File: config.mk
export PLATFORM = sky130hd
export DESIGN_NAME = fetch_sequencer
export DESIGN_NICKNAME = d
export VERILOG_FILES = /design/src/rtl/fetch_sequencer.sv
export SDC_FILE = /design/constraint.sdc
export NUM_CORES = 1
export LEC_CHECK = 0
export ABC_AREA = 1
export CAP_MARGIN = 25
export CORE_ASPECT_RATIO = 1.25
export CORE_UTILIZATION = 42
export DETAILED_ROUTE_END_ITERATION = 10
export GPL_TIMING_DRIVEN = 0
export MAX_ROUTING_LAYER = met4
export PLACE_DENSITY = 0.79
export SYNTH_ARGS = -nofsm -noshare
export SYNTH_HDL_FRONTEND = slang
export SYNTH_SLANG_ARGS = --single-unit
File: constraint.sdc
create_clock -name clock -period 1.69 [get_ports clock]
set_clock_uncertainty 0.2 [all_clocks]
set_input_delay 0.169 -clock clock [delete_from_list [all_inputs] [get_ports clock]]
set_output_delay 0.169 -clock clock [all_outputs]
set_load 0.005 [all_outputs]
File: src/rtl/fetch_sequencer.sv
// Instruction fetch sequencer: drives the next PC and the instruction-memory request handshake.
// Optional exception entry/return support is compiled in when FETCH_EXC_EN is defined.
module fetch_sequencer #(
  parameter logic [31:0] RESET_VECTOR = 32'h0000_3000,
  parameter logic [31:0] EXC_VECTOR   = 32'h0000_4180
) (
  input  logic        clock,
  input  logic        reset,
  input  logic [31:0] pc,
  output logic [31:0] pc_next,
  output logic        imem_req,
  input  logic        imem_ack,
  output logic        instr_valid,
  input  logic        stall,
  input  logic        redirect,
  input  logic [31:0] redirect_target,
  input  logic        exc_req,
  input  logic        eret,
  output logic [31:0] epc
);

  typedef enum logic [1:0] {
    BOOT  = 2'd0,
    FETCH = 2'd1,
    WAIT  = 2'd2,
    HOLD  = 2'd3
  } state_t;

  state_t      state, state_d;
  logic        pend_valid, pend_valid_d;
  logic [31:0] pend_tgt, pend_tgt_d;

  // Control transfer requested this cycle, already resolved by priority.
  logic        xfer;
  logic [31:0] xfer_tgt;

`ifdef FETCH_EXC_EN
  logic [31:0] epc_q;

  always_comb begin
    xfer     = redirect;
    xfer_tgt = {redirect_target[31:2], 2'b00};
    if (exc_req) begin
      xfer     = 1'b1;
      xfer_tgt = EXC_VECTOR;
    end else if (eret) begin
      xfer     = 1'b1;
      xfer_tgt = epc_q;
    end
  end

  always_ff @(posedge clock or negedge reset) begin
    if (!reset) begin
      epc_q <= '0;
    end else if (exc_req && state != BOOT) begin
      epc_q <= pc;
    end
  end

  assign epc = epc_q;
`else
  logic unused_exc;

  always_comb begin
    xfer     = redirect;
    xfer_tgt = {redirect_target[31:2], 2'b00};
  end

  assign unused_exc = ^{exc_req, eret, EXC_VECTOR, redirect_target[1:0]};
  assign epc        = '0;
`endif

  always_ff @(posedge clock or negedge reset) begin
    if (!reset) begin
      state      <= BOOT;
      pend_valid <= 1'b0;
      pend_tgt   <= '0;
    end else begin
      state      <= state_d;
      pend_valid <= pend_valid_d;
      pend_tgt   <= pend_tgt_d;
    end
  end

  always_comb begin
    state_d      = state;
    pend_valid_d = pend_valid;
    pend_tgt_d   = pend_tgt;
    pc_next      = pc;
    imem_req     = 1'b0;
    instr_valid  = 1'b0;
    case (state)
      BOOT: begin
        pc_next = RESET_VECTOR;
        state_d = FETCH;
      end
      FETCH, WAIT: begin
        imem_req = 1'b1;
        if (!imem_ack) begin
          // Request still outstanding: park any transfer until the word returns.
          state_d = WAIT;
          if (xfer) begin
            pend_valid_d = 1'b1;
            pend_tgt_d   = xfer_tgt;
          end
        end else if (xfer) begin
          pc_next      = xfer_tgt;
          pend_valid_d = 1'b0;
          state_d      = FETCH;
        end else if (pend_valid) begin
          pc_next      = pend_tgt;
          pend_valid_d = 1'b0;
          state_d      = FETCH;
        end else if (stall) begin
          instr_valid = 1'b1;
          state_d     = HOLD;
        end else begin
          instr_valid = 1'b1;
          pc_next     = pc + 32'd4;
          state_d     = FETCH;
        end
      end
      HOLD: begin
        if (xfer) begin
          pc_next = xfer_tgt;
          state_d = FETCH;
        end else begin
          instr_valid = 1'b1;
          if (!stall) begin
            pc_next = pc + 32'd4;
            state_d = FETCH;
          end
        end
      end
      default: state_d = BOOT;
    endcase
  end

endmodule
== Word level (Yosys, flattened, before mapping) ==
Cells that the tools add are included.

* Add/subtract/negate cells: 1
* Eq/ne operators: 4
* Multiplexer cells: 21
* Bitwise operators: 1
* Reduce and logical (&&, ||, !) cells: 5

{| class="wikitable"
|+ Operators by type and width
! kind !! number
|-
| two-way mux 32 bit || 5
|-
| one-hot mux 32 bit (3 select lines) || 1
|-
| adder 32 x 3 -> 32 bit, second input constant || 1
|-
| two-way mux 2 bit || 6
|-
| two-way mux 1 bit || 7
|-
| one-hot mux 2 bit (3 select lines) || 1
|-
| == test 2 bit, second input constant || 2
|-
| != test 3 bit, second input constant || 1
|-
| AND reduction 3 bit || 1
|-
| == test 2 x 1 -> 1 bit, second input constant || 1
|-
| zero test 2 bit || 1
|-
| one-hot mux 1 bit (2 select lines) || 1
|-
| AND reduction 2 bit || 1
|-
| nonzero test 2 bit || 1
|-
| OR reduction 2 bit || 1
|-
| inverter 1 bit || 1
|}

* Bits in registers: 33
* Input bits: 71
* Output and inout port bits: 66
* Logic and storage cells: 35

== Longest topological paths before layout ==
Gate-level depths: netlist of the first run.

* Word-level depth: 6
* Depth in mapped cells: 12

== Worst setup path before layout of the first run ==
OpenSTA, ideal clock, no wires.

* Kind: reg2out
* Start: register state[0]
* End: output pc_next[2]
* Arrival time: 1619 ps
* Required time: 1321 ps
* Path slack: -298 ps
* Cell stages (with the launch flop): 9
* Buffers on the path: 0
* Path through: dfrtp_1 -> inv_1 -> ha_1 -> nand2_2 -> o21ai_1 -> o21ai_0 -> o31ai_1 -> o21ai_0 -> a21oi_1

* Cells in the longest elaborated chain, start to end: 3
* Elaborated cells between the ends (all ways): 6
* Classes of those cells: eq/ne (3); mux (1); reduce/logical (2)

{| class="wikitable"
|+ RTL lines
! element !! line !! source
|-
| from (decl) || 29 || <nowiki>state_t state, state_d;</nowiki>
|-
| from (signal assigned) || 79 || <nowiki>state <= state_d;</nowiki>
|-
| == test 2 x 1 -> 1 bit / == test 2 bit (equally long branches) || 92 || <nowiki>case (state)</nowiki>
|-
| OR reduction 2 bit || 92 ||
|-
| one-hot mux 32 bit (3 select lines) * || 92 ||
|-
| to (decl) || 10 || <nowiki>output logic [31:0] pc_next,</nowiki>
|}

Every way passes the cells marked *; elsewhere a longest branch is shown, timed or not.

== Final worst setup path of the first run ==
* Start: register state[0]
* End: output pc_next[22]

Same word-level chain as after synthesis.

==> impl_metrics.tcl, run 1 <==
set metrics [dict create \
    crit_path_start_kind "flip-flop" \
    routed-via-count 5478 \
    dp_hpwl_mm 12.6 \
    gp_congestion 0.960 \
    synth.distinct_cells 32 \
    ant_nets 0 \
    worst_pin_slew_ns 0.874 \
    final_cell_count_no_fill 994 \
    place_ws_ns -1.35 \
    rr_worst_depth 12 \
    leakage_nw 3.04 \
    ys.flop_type "dfrtp_1" \
    min_path_cells 2 \
    async_reset_ff_share_pct 100 \
    grt_pass1_wl_mm 27.0 \
    use_met2_pct 64.5 \
    worst-path-max-fanout 7 \
    fin_ws_ns -0.876 \
    final_hold_viol_count 0 \
    num_antenna_cells 0 \
    ys_warn_count 0 \
    dieArea_um2 9560 \
    synth_edf_count 0 \
    synth_seq_cells 33 \
    setup_violations 66 \
    die_y_um 109 \
    r2r_slack_ns -0.70 \
    min_from "stall" \
    design_area_um2 6250 \
    root_buffer "clkbuf_8" \
    drt_wl_total_mm 18.0 \
    numPortBuffers 99 \
    max_freq_mhz 390 \
    min_to "state[1]" \
    clkTransAtPathRegs_ns 0.08 \
    fp.dieW_um 87.6 \
    routed_via_density 5.51 \
    io_pins 137 \
    avgSynthCellArea_um2 5.77 \
    violations "negative setup slack" \
    ir_drop_mv 1.18 \
    clockBufferDepth 2 \
    design.core.area_um2 8800 \
    grtUsageMet1_pct 47.2 \
    start_util_pct 43.8 \
    synth_area_um2 3850 \
    drt_iter0_markers 444 \
    antenna_found_initial 0 \
    yosysSeqAreaShare_pct 21.4 \
    crit_type "reg2out" \
    synthCells 667 \
    relSlewSlack_pct 41.7 \
    rsz0062_at_grt "true" \
    clk-insertion-delay-late_ns 0.30 \
    r2r-end "pend_tgt[21]" \
    cts-htree-levels 2 \
    cp_slowest_cell "dfrtp_1" \
    clock_sinks 33 \
    fin_nets 947 \
    crit_required_ns 1.32 \
    syn_to_final_growth_pct 62.3 \
    busiest_layer "met2" \
    rr_startpoint "state[0]" \
    maxSlewViolCount 0 \
    cpPeakStageDelay_ns 0.41 \
    dp.cells 917 \
    globalRouteTotalUtil_pct 39.2 \
    grt_pass1_vias 5171 \
    rows 38 \
    hold_path_class "in2reg" \
    period_needed_ns 2.57 \
    route.detailed.drc 0 \
    grt_max_degree 34 \
    drive_gt1_share_pct 30.5 \
    placed_area_um2 5190 \
    path_buf_inv 6 \
    path_cells "inv_2, ha_4, inv_2, nor2_4, clkinv_4, buf_8, buf_4, nor2_4, a21oi_2, a21oi_2, buf_2" \
    use_met3_pct 6.21 \
    grt-ovfl-total 0 \
    arrival_ns 2.20 \
    cts_tree "yes" \
    maxCapViolCount 0 \
    drt-pass1-iter-count 6 \
    critPathCaptureType "output pin" \
    powerDensity_nw_per_um2 1400 \
    cp_top_family "buffers and inverters" \
    wire_per_inst_um 18.1 \
    period_share_pct 152 \
    cts_buffers 5 \
    fill_cells 778 \
    status "finished, violations left" \
]
-- area by class of cell --
class	instances	area (µm²)	area share, %
tap	120	150	2.40
clock buffer	7	76.3	1.22
inverter	72	292	4.67
multi-input combinational	538	2940	47.0
timing repair buffer	169	1530	24.5
clock inverter	1	7.51	0.120
sequential	33	826	13.2
buffer	54	424	6.79
-- flip-flops by register name, summed over array words and instances (netlist names) --
name / count
pend_tgt: 30
state: 2
pend_valid: 1
-- cell usage after synthesis, drive strengths merged (2+ instances only) --
| cell type | instances | area, µm² |
|---|---|---|
| nor2 | 104 | 455 |
| inv | 72 | 270 |
| a21oi | 52 | 260 |
| dfrtp | 33 | 826 |
| buf | 41 | 284 |
| clkbuf | 14 | 52.6 |
| nand4 | 9 | 56.3 |
| a31oi | 3 | 18.8 |
| a2bb2oi | 16 | 140 |
| nor3 | 2 | 10.0 |
| a22oi | 3 | 22.5 |
| xor2 | 3 | 26.3 |
| nand2 | 188 | 713 |
| nand3 | 58 | 318 |
| nand3b | 4 | 30.0 |
| o21ai | 54 | 274 |
| o211ai | 4 | 30.0 |
| ha | 3 | 37.5 |
-- layout by cell type (no fill, tap or decap), types with 17 or more instances in the layout --
| master | count |
|---|---|
| buf_2 | 36 |
| clkdlybuf4s50_1 | 36 |
| inv_1 | 61 |
| conb_1 | 32 |
| buf_4 | 76 |
| dfrtp_1 | 33 |
| buf_6 | 17 |
| o21ai_1 | 25 |
| a21oi_1 | 41 |
| nand2_1 | 175 |
| nand3_1 | 49 |
| nor2_1 | 76 |
| dlygate4sd2_1 | 21 |
-- repair_timing --
action,in CTS,in global routing
endpoints found under the setup margin,67,66
buffers inserted,52,13
cloned,5,0
hold endpoints to repair,33,0
pin swaps,40,21
gates resized for setup,288,43
hold buffers,1,0
-- worst max path at each step --
stage,start,endpoint,slack (ns),cells after the start
global route,state[0],pc_next[3],-0.95,11
CTS,state[1],pc_next[21],-0.74,10
detailed placement,pc[2],pc_next[14],-1.35,13
global placement,stall,pc_next[21],-1.34,11
finish,state[0],pc_next[22],-0.88,11
floorplan,state[0],pc_next[6],-0.1,10
-- per-stage QoR --
stage / utilization [%] / hold WS (ns) / total power [mW] / setup TNS, ns
after floorplan: - / -0.327 / 4.06 / -2.60
after global placement: 59.1 / 0.251 / 6.24 / -66.77
after detailed placement: 59.0 / 0.109 / 6.30 / -49.88
after CTS: 69.1 / 0.185 / 8.11 / -31.73
after global routing: 71.0 / 0.210 / 9.19 / -49.14
final: 71.0 / 0.217 / 8.72 / -44.38
-- report_power, final --
part	switching, mW	internal (mW)	total (mW)	leakage [nW]
clock	0.333	0.292	0.625	0.0385
sequential	0.290	1.17	1.46	0.383
combinational	3.46	3.18	6.63	2.62
total	4.08	4.64	8.72	3.04
-- metal layers --
metal / vias up / wire length [µm]
li1: 2522 / -
met1: 2552 / 6980
met2: 337 / 8580
met3: 67 / 1680
met4: 0 / 762
met5: - / 0
-- cells by family after synthesis --
group                      synth area share (%)
adders and majority gates                 0.975
DFF                                        21.4
AOI/OAI and AO/OA                          19.8
other                                    0.0974
buffers and inverters                      15.8
xor gates and xnor gates                  0.683
and+or+nand+nor                            41.3
No activity file was read; power rests on OpenSTA's default activity.
==> run 2, diff against run 1 <==
Settings changed: REMOVE_ABC_BUFFERS from default to 1.
==> impl_metrics.tcl, run 2 (synthesized netlist as in run 1, its figures left out) <==
set metrics [dict create \
    powerDensity_nw_per_um2 1490 \
    drt_wl_total_mm 17.5 \
    cts-htree-levels 2 \
    clk-insertion-delay-late_ns 0.30 \
    ir_drop_mv 1.26 \
    hold-worst-slack_ns 0.231 \
    io_pins 137 \
    min_from "redirect_target[2]" \
    root_buffer "clkbuf_8" \
    final_cell_count_no_fill 940 \
    largest_reg_flops 30 \
    arrival_ns 2.18 \
    layout_common_cells "nand2_1, nor2_1, inv_1" \
    design.core.area_um2 8800 \
    cpPeakStageDelay_ns 0.38 \
    placed_area_um2 4840 \
    wire_per_inst_um 18.6 \
    path_cells "inv_2, ha_4, nand2_8, nand2_8, o21ai_4, a21oi_1, o21ai_1, nand2_1, o21ai_1, a21oi_2, clkdlybuf4s15_2" \
    fin_nets 892 \
    rsz0062_at_grt "true" \
    leakage_nw 2.83 \
    cp_top_family "compound AO/OA/AOI/OAI gates" \
    top_regs "pend_tgt: 30 flops, state: 2 flops, pend_valid: 1 flops" \
    comb_power_share_pct 76.0 \
    power.internal_mw 4.51 \
    relSlewSlack_pct 32.2 \
    crit_path_start_kind "flip-flop" \
    cts_buffers 5 \
    max_freq_mhz 393 \
    min_path_cells 3 \
    clock_sinks 33 \
    grt_pass1_wl_mm 24.8 \
    r2r-end "pend_tgt[11]" \
    crit_type "reg2out" \
    antenna_found_initial 0 \
    clkTransAtPathRegs_ns 0.08 \
    place_ws_ns -1.79 \
    dieArea_um2 9560 \
    dp.cells 865 \
    die_y_um 109 \
    grt-ovfl-total 0 \
    syn_to_final_growth_pct 52.9 \
    min_to "pend_tgt[2]" \
    rows 38 \
    grt_pass1_vias 5462 \
    routed-via-count 5516 \
    cp_slowest_cell "dfrtp_1" \
    routed_via_density 5.87 \
    hold_path_class "in2reg" \
    clockPowerShare_pct 7.2 \
    cts_tree "yes" \
    drt_iter0_markers 847 \
    route.detailed.drc 0 \
    period_share_pct 151 \
    drt-pass1-iter-count 7 \
    period_needed_ns 2.54 \
    r2r_slack_ns -0.80 \
    fp.dieW_um 87.6 \
    globalRouteTotalUtil_pct 34.8 \
    largest_register "pend_tgt" \
    rr_startpoint "state[0]" \
    setup_violations 66 \
    power_frac_seq_pct 16.8 \
    final_hold_viol_count 0 \
    design_area_um2 5890 \
    final_common_cell "nand2_1" \
    dp_hpwl_mm 9.21 \
    p_sw_share_pct 48.6 \
    path_buf_inv 2 \
    rr_worst_depth 6 \
    start_util_pct 43.8 \
    ant_nets 0 \
    grt_max_degree 48 \
    utilization_pct 66.9 \
    maxCapViolCount 0 \
    power_switching_mw 4.27 \
    fin_ws_ns -0.855 \
    maxSlewViolCount 0 \
    worst_pin_slew_ns 1.02 \
    gp_congestion 0.923 \
    drive_gt1_share_pct 26.7 \
    worst-path-max-fanout 7 \
    status "finished, violations left" \
    clockBufferDepth 2 \
    violations "negative setup slack" \
    numPortBuffers 100 \
    critPathCaptureType "output pin" \
    crit_required_ns 1.32 \
]
run 2: cell types whose count changed in the layout (fill, tap and decap cells not counted), sizes merged, moves of 2 or more:
| cell | change |
|---|---|
| bufbuf | -2 |
| dlymetal6s2s | +7 |
| buf | -45 |
| nor2 | +2 |
| clkbuf | -13 |
| clkinv | +2 |
| clkdlybuf4s50 | +4 |
| clkdlybuf4s15 | -5 |
| dlygate4sd2 | -6 |
run 2: area by class of cell:
| type | count | area [µm²] |
|---|---|---|
| clock inverters | 2 | 10.0 |
| repair inverters | 1 | 16.3 |
| inverters | 72 | 319 |
| flip-flops and latches | 33 | 830 |
| well taps | 120 | 150 |
| fillers | 744 | 2910 |
| clock buffers | 6 | 72.6 |
| multi-input cells | 541 | 2980 |
| diodes | 1 | 2.50 |
| repair buffers | 164 | 1510 |
run 2: per-layer routing:
| layer | global-route usage [%] | wire (µm) |
|---|---|---|
| met1 | 36.5 | 6020 |
| met2 | 55.0 | 8060 |
| met3 | 7.72 | 2020 |
| met4 | 29.9 | 1430 |
| met5 | - | 0 |
run 2: worst max-delay path by stage:
stage / startpoint / end / slack, ns / cells past startpoint
final: state[0] / pc_next[10] / -0.85 / 11
after global routing: state[0] / pc_next[10] / -0.92 / 11
after CTS: state[0] / pc_next[6] / -0.76 / 12
after detailed placement: state[1] / pend_tgt[7] / -1.79 / 9
after global placement: state[0] / pend_tgt[13] / -2.25 / 9
after floorplan: state[0] / pend_tgt[10] / -1.14 / 9
run 2: what timing repair did:
action | 4_1_cts | 5_1_grt
setup endpoints to repair | 67 | 66
setup buffers | 47 | 15
pin swaps | 54 | 46
hold endpoints to repair | 33 | 0
hold buffers | 1 | 0
gates resized for setup | 271 | 82
cloned | 5 | 0
run 2: per-stage QoR:
| stage | power, mW | setup TNS [ns] |
|---|---|---|
| floorplan | 3.68 | -53.04 |
| global placement | 5.59 | -149.11 |
| detailed placement | 5.78 | -101.89 |
| CTS | 7.73 | -36.13 |
| global route | 9.22 | -45.89 |
| finish | 8.78 | -41.84 |
run 2: tightest hold or removal path, cell delays in order:
cell	delay (ns)
clkdlybuf4s50_1	0.41
nand2_1	0.07
nand2_1	0.05
run 2: power by group through the flow:
stage	clock [mW]	sequential, mW	combinational (mW)
floorplan	0	1.36	2.32
global placement	0	1.43	4.16
detailed placement	0	1.45	4.33
CTS	0.626	1.43	5.67
global route	0.665	1.49	7.07
finish	0.633	1.47	6.67
